## config.mk

```make
export PLATFORM = sky130hd
export DESIGN_NAME = header_checker_mc
export DESIGN_NICKNAME = d
export VERILOG_FILES = /design/src/rtl/hdr_chk_pkg.sv /design/src/rtl/header_checker_ch.sv /design/src/rtl/header_checker_mc.sv
export SDC_FILE = /design/constraint.sdc
export NUM_CORES = 1
export LEC_CHECK = 0
export ABC_CLOCK_PERIOD_IN_PS = 3640
export BUFFER_PORTS_ARGS = -buffer_cell sky130_fd_sc_hd__buf_2
export CORE_AREA = 2 2 219 178
export DETAILED_ROUTE_END_ITERATION = 8
export DIE_AREA = 0 0 221 180
export SLEW_MARGIN = 20
export SYNTH_ARGS = -nofsm -noshare
export SYNTH_HDL_FRONTEND = slang
export SYNTH_SLANG_ARGS = --single-unit
```

## constraint.sdc

```tcl
create_clock -name clk -period 3.64 [get_ports clk]
set_input_delay 0.728 -clock clk [delete_from_list [all_inputs] [get_ports clk]]
set_output_delay 0.728 -clock clk [all_outputs]
set_load 0.02 [all_outputs]
```

## src/rtl/hdr_chk_pkg.sv

```systemverilog
// Shared constants for the OFC1 header consistency checker.
package hdr_chk_pkg;

    // Default geometry of the checker.
    localparam int unsigned DEF_N_CH      = 4;
    localparam int unsigned DEF_EVTNO_W   = 16;
    localparam int unsigned DEF_SPILLNO_W = 10;
    localparam int unsigned DEF_ERRCNT_W  = 8;
    localparam int unsigned DEF_EVT_START = 1;

    // Per-channel package counter width; also the slice stride of in_counter.
    localparam int unsigned IN_CNT_W      = 16;

    // Error-summary flags carried per channel.
    typedef struct packed {
        logic evtno;
        logic spillno;
    } chk_flags_t;

endpackage : hdr_chk_pkg

```

## src/rtl/header_checker_ch.sv

```systemverilog
// One channel of the header checker: expected event counter, compare,
// error counter, package counter and first-error capture with lock bits.
// Optional HDR_CHK_RESYNC_EN: re-align expected event number on mismatch.
module header_checker_ch
    import hdr_chk_pkg::*;
#(
    parameter int unsigned EVTNO_W   = DEF_EVTNO_W,
    parameter int unsigned SPILLNO_W = DEF_SPILLNO_W,
    parameter int unsigned ERRCNT_W  = DEF_ERRCNT_W,
    parameter int unsigned EVT_START = DEF_EVT_START
) (
    input  logic                 clk,
    input  logic                 live_rising,
    input  logic [SPILLNO_W-1:0] exp_spillno,
    input  logic                 get_package,
    input  logic [EVTNO_W-1:0]   pkg_evtno,
    input  logic [SPILLNO_W-1:0] pkg_spillno,
    output logic                 evtno_err,
    output logic                 spillno_err,
    output logic                 err_sticky,
    output logic [IN_CNT_W-1:0]  in_counter,
    output logic [ERRCNT_W-1:0]  err_count,
    output logic [EVTNO_W-1:0]   r_evtno,
    output logic [EVTNO_W-1:0]   r_expevtno,
    output logic [SPILLNO_W-1:0] r_spillno
);

    logic [EVTNO_W-1:0] exp_evtno;
    logic               evt_lock;
    logic               spill_lock;

    chk_flags_t         mis_c;
    logic               any_mis_c;
    logic               cnt_sat_c;
    logic [EVTNO_W-1:0] exp_next_c;

    // Compare the incoming header and work out the next expected event number.
    always_comb begin
        mis_c.evtno   = (pkg_evtno != exp_evtno);
        mis_c.spillno = (pkg_spillno != exp_spillno);
        any_mis_c     = mis_c.evtno | mis_c.spillno;
        cnt_sat_c     = &err_count;
        exp_next_c    = exp_evtno + EVTNO_W'(1);
`ifdef HDR_CHK_RESYNC_EN
        if (mis_c.evtno) begin
            exp_next_c = pkg_evtno + EVTNO_W'(1);
        end
`endif
    end

    // Expected counter and last-check flags; flags hold between strobes.
    always_ff @(posedge clk) begin
        if (live_rising) begin
            exp_evtno   <= EVTNO_W'(EVT_START);
            evtno_err   <= 1'b0;
            spillno_err <= 1'b0;
            err_sticky  <= 1'b0;
        end else if (get_package) begin
            exp_evtno   <= exp_next_c;
            evtno_err   <= mis_c.evtno;
            spillno_err <= mis_c.spillno;
            err_sticky  <= err_sticky | any_mis_c;
        end
    end

    // Package counter (wrapping) and saturating error counter.
    always_ff @(posedge clk) begin
        if (live_rising) begin
            in_counter <= '0;
            err_count  <= '0;
        end else if (get_package) begin
            in_counter <= in_counter + IN_CNT_W'(1);
            if (any_mis_c && !cnt_sat_c) begin
                err_count <= err_count + ERRCNT_W'(1);
            end
        end
    end

    // First event-number error capture, frozen by its lock bit.
    always_ff @(posedge clk) begin
        if (live_rising) begin
            evt_lock   <= 1'b0;
            r_evtno    <= '0;
            r_expevtno <= '0;
        end else if (get_package && mis_c.evtno && !evt_lock) begin
            evt_lock   <= 1'b1;
            r_evtno    <= pkg_evtno;
            r_expevtno <= exp_evtno;
        end
    end

    // First spill-number error capture, independent lock.
    always_ff @(posedge clk) begin
        if (live_rising) begin
            spill_lock <= 1'b0;
            r_spillno  <= '0;
        end else if (get_package && mis_c.spillno && !spill_lock) begin
            spill_lock <= 1'b1;
            r_spillno  <= pkg_spillno;
        end
    end

endmodule : header_checker_ch

```

## src/rtl/header_checker_mc.sv

```systemverilog
// Multi-channel header consistency checker for the OFC1 receive path.
// Slices the channel buses, instantiates one checker per channel and
// ORs the sticky flags. Optional HDR_CHK_RESYNC_EN is handled per channel.
module header_checker_mc
    import hdr_chk_pkg::*;
#(
    parameter int unsigned N_CH      = DEF_N_CH,
    parameter int unsigned EVTNO_W   = DEF_EVTNO_W,
    parameter int unsigned SPILLNO_W = DEF_SPILLNO_W,
    parameter int unsigned ERRCNT_W  = DEF_ERRCNT_W,
    parameter int unsigned EVT_START = DEF_EVT_START
) (
    input  logic                        clk,
    input  logic                        live_rising,
    input  logic [SPILLNO_W-1:0]        exp_spillno,
    input  logic [N_CH-1:0]             get_package,
    input  logic [N_CH*EVTNO_W-1:0]     pkg_evtno,
    input  logic [N_CH*SPILLNO_W-1:0]   pkg_spillno,
    output logic [N_CH-1:0]             evtno_err,
    output logic [N_CH-1:0]             spillno_err,
    output logic [N_CH-1:0]             err_sticky,
    output logic                        any_err,
    output logic [N_CH*IN_CNT_W-1:0]    in_counter,
    output logic [N_CH*ERRCNT_W-1:0]    err_count,
    output logic [N_CH*EVTNO_W-1:0]     r_evtno,
    output logic [N_CH*EVTNO_W-1:0]     r_expevtno,
    output logic [N_CH*SPILLNO_W-1:0]   r_spillno
);

    // One independent checker per ADC link.
    for (genvar c = 0; c < N_CH; c++) begin : g_ch
        header_checker_ch #(
            .EVTNO_W   (EVTNO_W),
            .SPILLNO_W (SPILLNO_W),
            .ERRCNT_W  (ERRCNT_W),
            .EVT_START (EVT_START)
        ) u_ch (
            .clk         (clk),
            .live_rising (live_rising),
            .exp_spillno (exp_spillno),
            .get_package (get_package[c]),
            .pkg_evtno   (pkg_evtno[c*EVTNO_W +: EVTNO_W]),
            .pkg_spillno (pkg_spillno[c*SPILLNO_W +: SPILLNO_W]),
            .evtno_err   (evtno_err[c]),
            .spillno_err (spillno_err[c]),
            .err_sticky  (err_sticky[c]),
            .in_counter  (in_counter[c*IN_CNT_W +: IN_CNT_W]),
            .err_count   (err_count[c*ERRCNT_W +: ERRCNT_W]),
            .r_evtno     (r_evtno[c*EVTNO_W +: EVTNO_W]),
            .r_expevtno  (r_expevtno[c*EVTNO_W +: EVTNO_W]),
            .r_spillno   (r_spillno[c*SPILLNO_W +: SPILLNO_W])
        );
    end

    // Global error summary, combinational so it tracks err_sticky directly.
    assign any_err = |err_sticky;

endmodule : header_checker_mc

```

After elaboration in Yosys (flattened, before gate mapping)
Cells that the tools add are included.
{"block": "totals", "elab_cells": 113, "output_inout_bits": 277, "input_bits": 120, "reg_bits": 348}
{"block": "op_classes", "reduce_logical": 41, "bitwise": 8, "add_sub_neg": 12, "eq_ne": 8}
{"cell": "$add 16x1->16 const B", "count": 8}
{"cell": "$ne 16x16->1", "count": 4}
{"cell": "$ne 10x10->1", "count": 4}
{"cell": "$add 8x1->8 const B", "count": 4}
{"cell": "$reduce_and 8->1", "count": 4}
{"cell": "$logic_and 1x1->1", "count": 20}
{"cell": "$logic_not 1->1", "count": 12}
{"cell": "$or 1x1->1", "count": 8}
{"cell": "$reduce_and 2->1", "count": 4}
{"cell": "$reduce_or 4->1", "count": 1}

Longest topological paths before layout
Gate-level depths: netlist of the first run.
{"block": "logic_depth", "word_depth": 4, "mapped_depth": 8, "depth_no_buf": 7}

Cells and area by module
Synthesis of the first run repeated with hierarchy kept, for this count alone.
{"block": "unflattened", "cells_unflattened": 1529, "area_unflattened_um2": 14611.5}
{"mod": "header_checker_ch", "area_per_inst_um2": 3651.0, "n_inst": 4, "seq_area_each_um2": 1741.7, "cells_each": 382}
{"mod": "header_checker_mc", "area_per_inst_um2": 7.5, "n_inst": 1, "seq_area_each_um2": 0.0, "cells_each": 1}

Least setup slack after synthesis of the first run
Ideal clock, no wire load.
{"block": "synth_path", "kind": "input port to flip-flop", "startpoint": "input port exp_spillno[0]", "endpoint": "register g_ch[2].u_ch.err_count[5]", "required_ps": 3517, "arrival_time_ps": 2099, "stages": 7, "setup_slack_ps": 1418, "n_path_buf": 1, "setup_ps": 123, "path_cell_list": "clkbuf_2 -> xnor2_1 -> nand4_1 -> nor4_2 -> a21oi_2 -> nand4_1 -> mux2_1"}
{"block": "synth_via", "elab_chain_cells": 4}
{"element": "start, declared", "line": "header_checker_mc.sv:15", "rtl": "input logic [SPILLNO_W-1:0] exp_spillno,"}
{"element": "$ne 10x10->1", "line": "header_checker_ch.sv:40", "rtl": "mis_c.spillno = (pkg_spillno != exp_spillno);"}
{"element": "$or 1x1->1", "line": "header_checker_ch.sv:41", "rtl": "any_mis_c = mis_c.evtno | mis_c.spillno;"}
{"element": "$logic_and 1x1->1", "line": "header_checker_ch.sv:73", "rtl": "if (any_mis_c && !cnt_sat_c) begin"}
{"element": "$reduce_and 2->1 (no line)"}
{"element": "end signal, assigned", "line": "header_checker_ch.sv:74", "rtl": "err_count <= err_count + ERRCNT_W'(1);"}
{"element": "end, declared", "line": "header_checker_ch.sv:22", "rtl": "output logic [ERRCNT_W-1:0] err_count,"}
Every way passes these cells.
A chain may end at the register's enable or synchronous reset.

Worst setup path in the final report of the first run
{"block": "layout_path", "startpoint": "register g_ch[2].u_ch.err_sticky", "endpoint": "output port any_err"}
{"block": "layout_via", "elab_chain_cells": 1}
{"element": "start, declared", "line": "header_checker_ch.sv:20", "rtl": "output logic err_sticky,"}
{"element": "start signal, assigned", "line": "header_checker_ch.sv:62", "rtl": "err_sticky <= err_sticky | any_mis_c;"}
{"element": "$reduce_or 4->1", "line": "header_checker_mc.sv:56", "rtl": "assign any_err = |err_sticky;"}
{"element": "end, declared", "line": "header_checker_mc.sv:22", "rtl": "output logic any_err,"}
Every way passes these cells.

==> results of run 1 <==
==> report_power, final <==
| group | internal, W | switching [W] |
|---|---|---|
| Clock | 0.00221 | 0.00153 |
| Combinational | 0.000358 | 0.000539 |
| Sequential | 0.00394 | 0.000101 |
| Total | 0.00650 | 0.00216 |
==> state kept, by name (all words and copies together) (netlist names) <==
register               count
g_ch.u_ch.r_evtno         64
g_ch.u_ch.err_count       32
g_ch.u_ch.r_expevtno      64
g_ch.u_ch.r_spillno       40
g_ch.u_ch.exp_evtno       64
g_ch.u_ch.spill_lock       4
g_ch.u_ch.evt_lock         4
g_ch.u_ch.spillno_err      4
g_ch.u_ch.in_counter      64
g_ch.u_ch.evtno_err        4
g_ch.u_ch.err_sticky       4
==> per-layer routing <==
| metal | track usage | wire length (um) | share of wire | up-vias |
|---|---|---|---|---|
| li1 | - | - | - | 5926 |
| met2 | 0.303 | 17600 | 0.44 | 284 |
| met5 | 0 | 0 | 0 | - |
| met3 | 0.0449 | 2270 | 0.057 | 64 |
| met4 | 0.0561 | 1000 | 0.025 | 0 |
| met1 | 0.265 | 18700 | 0.47 | 5503 |
==> logic make-up (layout without fill, tap and decap cells) <==
kind of cell,after synthesis,count (layout),share of synthesized area
compound gates,75,75,0.0312
xor+xnor,218,218,0.129
flops,348,348,0.470
simple gates,607,607,0.194
fa+ha+maj,12,12,0.0101
buf+inv,106,493,0.0387
mux,187,187,0.127
==> final timing paths <==
check	to	cells past startpoint	start	slack, ns
worst max-delay path	any_err	2	g_ch[2].u_ch.err_sticky$_SDFFE_PP0P_	1.33
worst min-delay path	g_ch[3].u_ch.r_evtno[10]$_SDFFE_PP0P_	3	pkg_evtno[58]	0.47
worst max register to register	g_ch[3].u_ch.err_count[5]$_SDFFE_PP0P_	6	g_ch[3].u_ch.exp_evtno[11]$_SDFFE_PP0P_	1.40
worst min register to register	g_ch[3].u_ch.r_evtno[10]$_SDFFE_PP0P_	2	g_ch[3].u_ch.r_evtno[10]$_SDFFE_PP0P_	0.48
==> area by class of cell <==
type / count / area share
timing repair buffer: 410 / 0.116
clock inverter: 7 / 0.00349
tap: 495 / 0.0339
clock buffer: 60 / 0.0621
sequential: 348 / 0.381
multi-input combinational: 1099 / 0.400
inverter: 16 / 0.00328
==> Yosys cell counts, types with 3 or more instances <==
| library cell | number | area share |
|---|---|---|
| a211oi_1 | 4 | 0.0020 |
| nor4_1 | 3 | 0.0013 |
| nor3b_1 | 3 | 0.0015 |
| nand3b_1 | 4 | 0.0020 |
| and4_1 | 3 | 0.0018 |
| nand4_1 | 62 | 0.026 |
| nor2b_1 | 7 | 0.0030 |
| clkbuf_2 | 9 | 0.0030 |
| nor4_4 | 6 | 0.0086 |
| buf_4 | 13 | 0.0066 |
| nand3_1 | 39 | 0.013 |
| a21oi_2 | 4 | 0.0024 |
| a21oi_1 | 34 | 0.011 |
| xor2_1 | 76 | 0.045 |
| a31o_2 | 5 | 0.0030 |
| nor2_1 | 350 | 0.089 |
| dfxtp_1 | 348 | 0.47 |
| inv_1 | 16 | 0.0041 |
| o21ai_0 | 18 | 0.0061 |
| nand2b_1 | 8 | 0.0034 |
| buf_6 | 13 | 0.0099 |
| and3_1 | 34 | 0.014 |
| mux2i_1 | 180 | 0.12 |
| ha_1 | 12 | 0.010 |
| xnor2_1 | 142 | 0.084 |
| or3_1 | 15 | 0.0063 |
| mux2_1 | 5 | 0.0038 |
| nand2_1 | 48 | 0.012 |
| nor3_2 | 3 | 0.0020 |
| a21bo_1 | 3 | 0.0020 |
| buf_1 | 3 | 0.00076 |
| clkbuf_1 | 37 | 0.0094 |
| nor3_1 | 15 | 0.0051 |
| buf_2 | 15 | 0.0051 |
==> through the flow <==
step / power [W] / setup slack, ns
finish: 0.00867 / 1.33
global route: 0.00904 / 1.24
CTS: 0.00879 / 1.27
detailed placement: 0.00502 / 0.878
global placement: 0.00501 / 0.907
floorplan: 0.00471 / 1.42
==> worst max-delay path, delay by kind of cell, from the launching register on <==
kind,cells,cell delay (ns)
flip-flops,1,0.35
buffers and inverters,1,0.18
AND/OR/NAND/NOR,1,0.52
==> metrics, run 1 <==
Fin Hold WS 0.472 ns; CP max FO 3; CTS buffer count 38; RePlAce Congestion roughly 0.86; placed insts 2368; CP Cell Sequence or4_1 > buf_2; Mapped Cells roughly 1600; post-cts resize count 0; most common cell after layout, fill and taps aside buf_2; critical path arrival 1.58 ns; fin nets 2045; CP Class register to output port; final critical-path required period ~2.3 ns; CORE AREA 37700 um^2; CTS H-tree lvls 2; area post-placement 17100 um^2; number of hold violations in the final report 0; type of destination of the critical path output port; Slowest Stage Delay on Critical Path 0.52 ns; fin area 18300 um^2; Synth Warn # 0; Root Buffer Master clkbuf_16; GRT Util Overall 0.193; initial antenna violation count 0; max-cap violation count 0; WL final 39.6 mm; non-filler cells, final ~2400; clk buf depth 3; synthesized area approximately 15000 um^2; port bufs 396; PwrDens between 400 and 500 nW/um^2; Setup-failing EPs final 0; worst path required time approximately 2.9 ns; Clock Latency Late Sink 0.52 ns; critical path startpoint category register; CTS Sinks between 300 and 400; via/cell ratio 4.84; largest net degree at the start of global routing 94; relative slew slack 0.272; drc violations 0; Pins Over Slew Limit 0; final antenna-violating net count 0; Syn Area/Cell 9.54 um^2; drt first pass iters 4; VDD IR-drop max 0.000439 V; Final period util 0.635; outcome finished, final reports clean; cts-stage hold buffer count 0; wire per inst 16.3 um; hold crit path type input port to register; clock skew 0.0227 ns; setup_tns 0 ns; filler instances between 3000 and 4000; clock slew at reported path FFs around 0.060 ns; Synth cell types 46; Ant. Diodes 0; post-CTS setup buffer count 0; grt ovf 0; Die W 221 um; Post-synth ARST share 0; Die ar. around 40000 um^2; layout cells sized above 1 0.255; Lkg Pwr 8.06 nW; Seq cells post-synth 348; Layout area overhead 23.4%; DR iter-0 viols 567; FF+latch area approximately 7000 um^2; sequential share of the synthesized area 0.470; Synth Flop Type dfxtp_1; Net Count, Synth roughly 1700; CTS tree done; Util after Layout 0.485; first-pass GRT wire length about 63 mm; commonest cells after routing, fill and taps aside 395 x buf_2, 350 x nor2_1, 348 x dfxtp_1, 180 x mux2i_1, 142 x xnor2_1; Starting Density 0.393; RSZ-0062 raised after global routing false; number of global-route vias before repair 11200; Slowest cell on crit path or4_1; I/O pins 397; total number of vias 11800; Post-synth EDFFs 0; die height 180 um; row count 64; area of the multi-input gates 7320 um^2; Detail Placement HPWL between 20 and 30 mm; Max Fclk 0.433 GHz; Worst Tran Pin Value approximately 1.1 ns
No activity file was read; power rests on OpenSTA's default activity.
==> run 2: changes to the inputs <==
--- a/config.mk
+++ b/config.mk
@@ -5,7 +5,7 @@
 export SDC_FILE = /design/constraint.sdc
 export NUM_CORES = 1
 export LEC_CHECK = 0
-export ABC_CLOCK_PERIOD_IN_PS = 3640
+export ABC_CLOCK_PERIOD_IN_PS = 2200
 export BUFFER_PORTS_ARGS = -buffer_cell sky130_fd_sc_hd__buf_2
 export CORE_AREA = 2 2 219 178
 export DETAILED_ROUTE_END_ITERATION = 8
==> constraint.sdc (replaced) <==
create_clock -name clk -period 2.2 [get_ports clk]
set_input_delay 0.44 -clock clk [delete_from_list [all_inputs] [get_ports clk]]
set_output_delay 0.44 -clock clk [all_outputs]
set_load 0.02 [all_outputs]
==> metrics, run 2 (same netlist as run 1, synthesis figures left out) <==
row count 64 (unchanged); critical path arrival 1.57 ns (about the same); layout cells sized above 1 0.282 (+0.0267); drc violations 0 (unchanged); number of global-route vias before repair 12000 (+6.8%); total number of vias 12200 (+3.2%); Clock Latency Late Sink 0.52 ns (about the same); CORE AREA 37700 um^2 (unchanged); CTS H-tree lvls 2 (unchanged); relative slew slack 0.289 (+0.0179); first-pass GRT wire length 65.8 mm (+4.5%); slack of the critical path 0.190 ns (-1.14 ns); via/cell ratio 4.85 (+0.32%); post-CTS setup buffer count 0 (unchanged); GRT Util Overall 0.201 (+0.00753); VDD IR-drop max 0.000600 V (+37%); clk buf depth 3 (unchanged); DR iter-0 viols 494 (-13%); clock slew at reported path FFs 0.06 ns (about the same); fin nets 2119 (+3.6%); max-cap violation count 0 (unchanged); die height 180 um (unchanged); RePlAce Congestion 0.843 (-1.4%); filler instances 3528 (-1.8%); Pins Over Slew Limit 0 (unchanged); Fin Hold WS 0.179 ns (-0.292 ns); CP Cell Sequence or4_1 > buf_2; initial antenna violation count 1 (+1); commonest cells after routing, fill and taps aside 395 x buf_2, 350 x nor2_1, 348 x dfxtp_1, 180 x mux2i_1, 142 x xnor2_1; fin area 19000 um^2 (+3.6%); I/O pins 397 (unchanged); Slowest Stage Delay on Critical Path 0.52 ns (about the same); PwrDens 762 nW/um^2 (+61%); area post-placement 17800 um^2 (+4.0%); Detail Placement HPWL 31.0 mm (+4.8%); CP Class register to output port; Setup-failing EPs final 0 (unchanged); Slowest cell on crit path or4_1; placed insts 2442 (+3.1%); most common cell after layout, fill and taps aside buf_2; Worst Tran Pin Value 1.06 ns (-0.0266 ns); dpl ws -0.252 ns (-1.13 ns); port bufs 396 (unchanged); largest net degree at the start of global routing 100 (+6.4%); outcome finished, final reports clean; grt ovf 0 (unchanged); Lkg Pwr 8.46 nW (+4.9%); non-filler cells, final 2504 (+2.8%); worst path required time 1.76 ns (-1.15 ns); wire per inst 16.2 um (-0.31%); Starting Density 0.393 (unchanged); Max Fclk 0.498 GHz; Layout area overhead 27.9%; Final period util 0.914; number of hold violations in the final report 0 (unchanged); drt first pass iters 4 (unchanged); Root Buffer Master clkbuf_16; final antenna-violating net count 0 (unchanged); WL final 40.6 mm (+2.5%); CTS buffer count 38 (unchanged); final critical-path required period roughly 2 ns; clock skew 0.0156 ns (-0.00709 ns); type of destination of the critical path output port; CP max FO 3 (unchanged); Final Power 0.0144 W (+67%); Die ar. 39800 um^2 (unchanged); CTS Sinks 348 (unchanged); CTS tree done; post-cts resize count 0 (unchanged); RSZ-0062 raised after global routing false; Die W 221 um (unchanged); critical path startpoint category register; hold crit path type input port to register; cts-stage hold buffer count 0 (unchanged)
run 2: cell count changes in the layout (fill, tap and decap cells not counted), sizes merged:
cell | previous run | this run
buf | 410 | 484
bufinv | 1 | 3
clkbuf | 60 | 51
clkinv | 5 | 2
clkinvlp | 0 | 3
diode | 0 | 1
inv | 17 | 18
run 2: path summary, 6_finish.rpt:
kind	from	endpoint	slack, ns	cells after the start
min reg2reg	g_ch[2].u_ch.evtno_err$_SDFFE_PP0P_	g_ch[2].u_ch.evtno_err$_SDFFE_PP0P_	0.48	2
max reg2reg	g_ch[0].u_ch.exp_evtno[15]$_SDFFE_PP0P_	g_ch[0].u_ch.r_evtno[11]$_SDFFE_PP0P_	0.25	8
max	g_ch[2].u_ch.err_sticky$_SDFFE_PP0P_	any_err	0.19	2
min	pkg_evtno[47]	g_ch[2].u_ch.r_evtno[15]$_SDFFE_PP0P_	0.18	3
run 2: cell type report:
cell class	count	area (um^2)	share of cell area
multi-input combinational	1099	7320	0.386
clock buffer	51	1030	0.0543
sequential	348	6970	0.368
timing repair buffer	484	2800	0.148
tap	495	619	0.0327
antenna	1	2.50	0.000132
clock inverter	10	151	0.00799
inverter	16	60.1	0.00317
run 2: critical path: cells and delay by family (launching register included):
kind | cells | cell delay (ns)
DFF | 1 | 0.35
buffers and inverters | 1 | 0.18
and+or+nand+nor | 1 | 0.52
run 2: layer usage:
metal  global-route usage  vias to the layer above  wire (um)
met2                0.318                      293      18100
met1                0.273                     5724      19100
met4               0.0561                        0       1030
met5                    0                        -          0
li1                     -                     6066          -
met3               0.0469                       67       2340
run 2: report_power, final:
group	leakage, nW	internal [W]	total, W	switching [W]
registers	2.83	0.00651	0.00667	0.000155
logic	5.06	0.000657	0.00158	0.000921
clock network	0.564	0.00363	0.00619	0.00255
total	8.46	0.0108	0.0144	0.00363
run 2: metrics by stage:
stage	utilization	TNS, ns
after global routing	0.502	0
final	0.502	0
after floorplan	-	0
after detailed placement	0.471	-5.13
after CTS	0.502	0
after global placement	0.471	-3.51
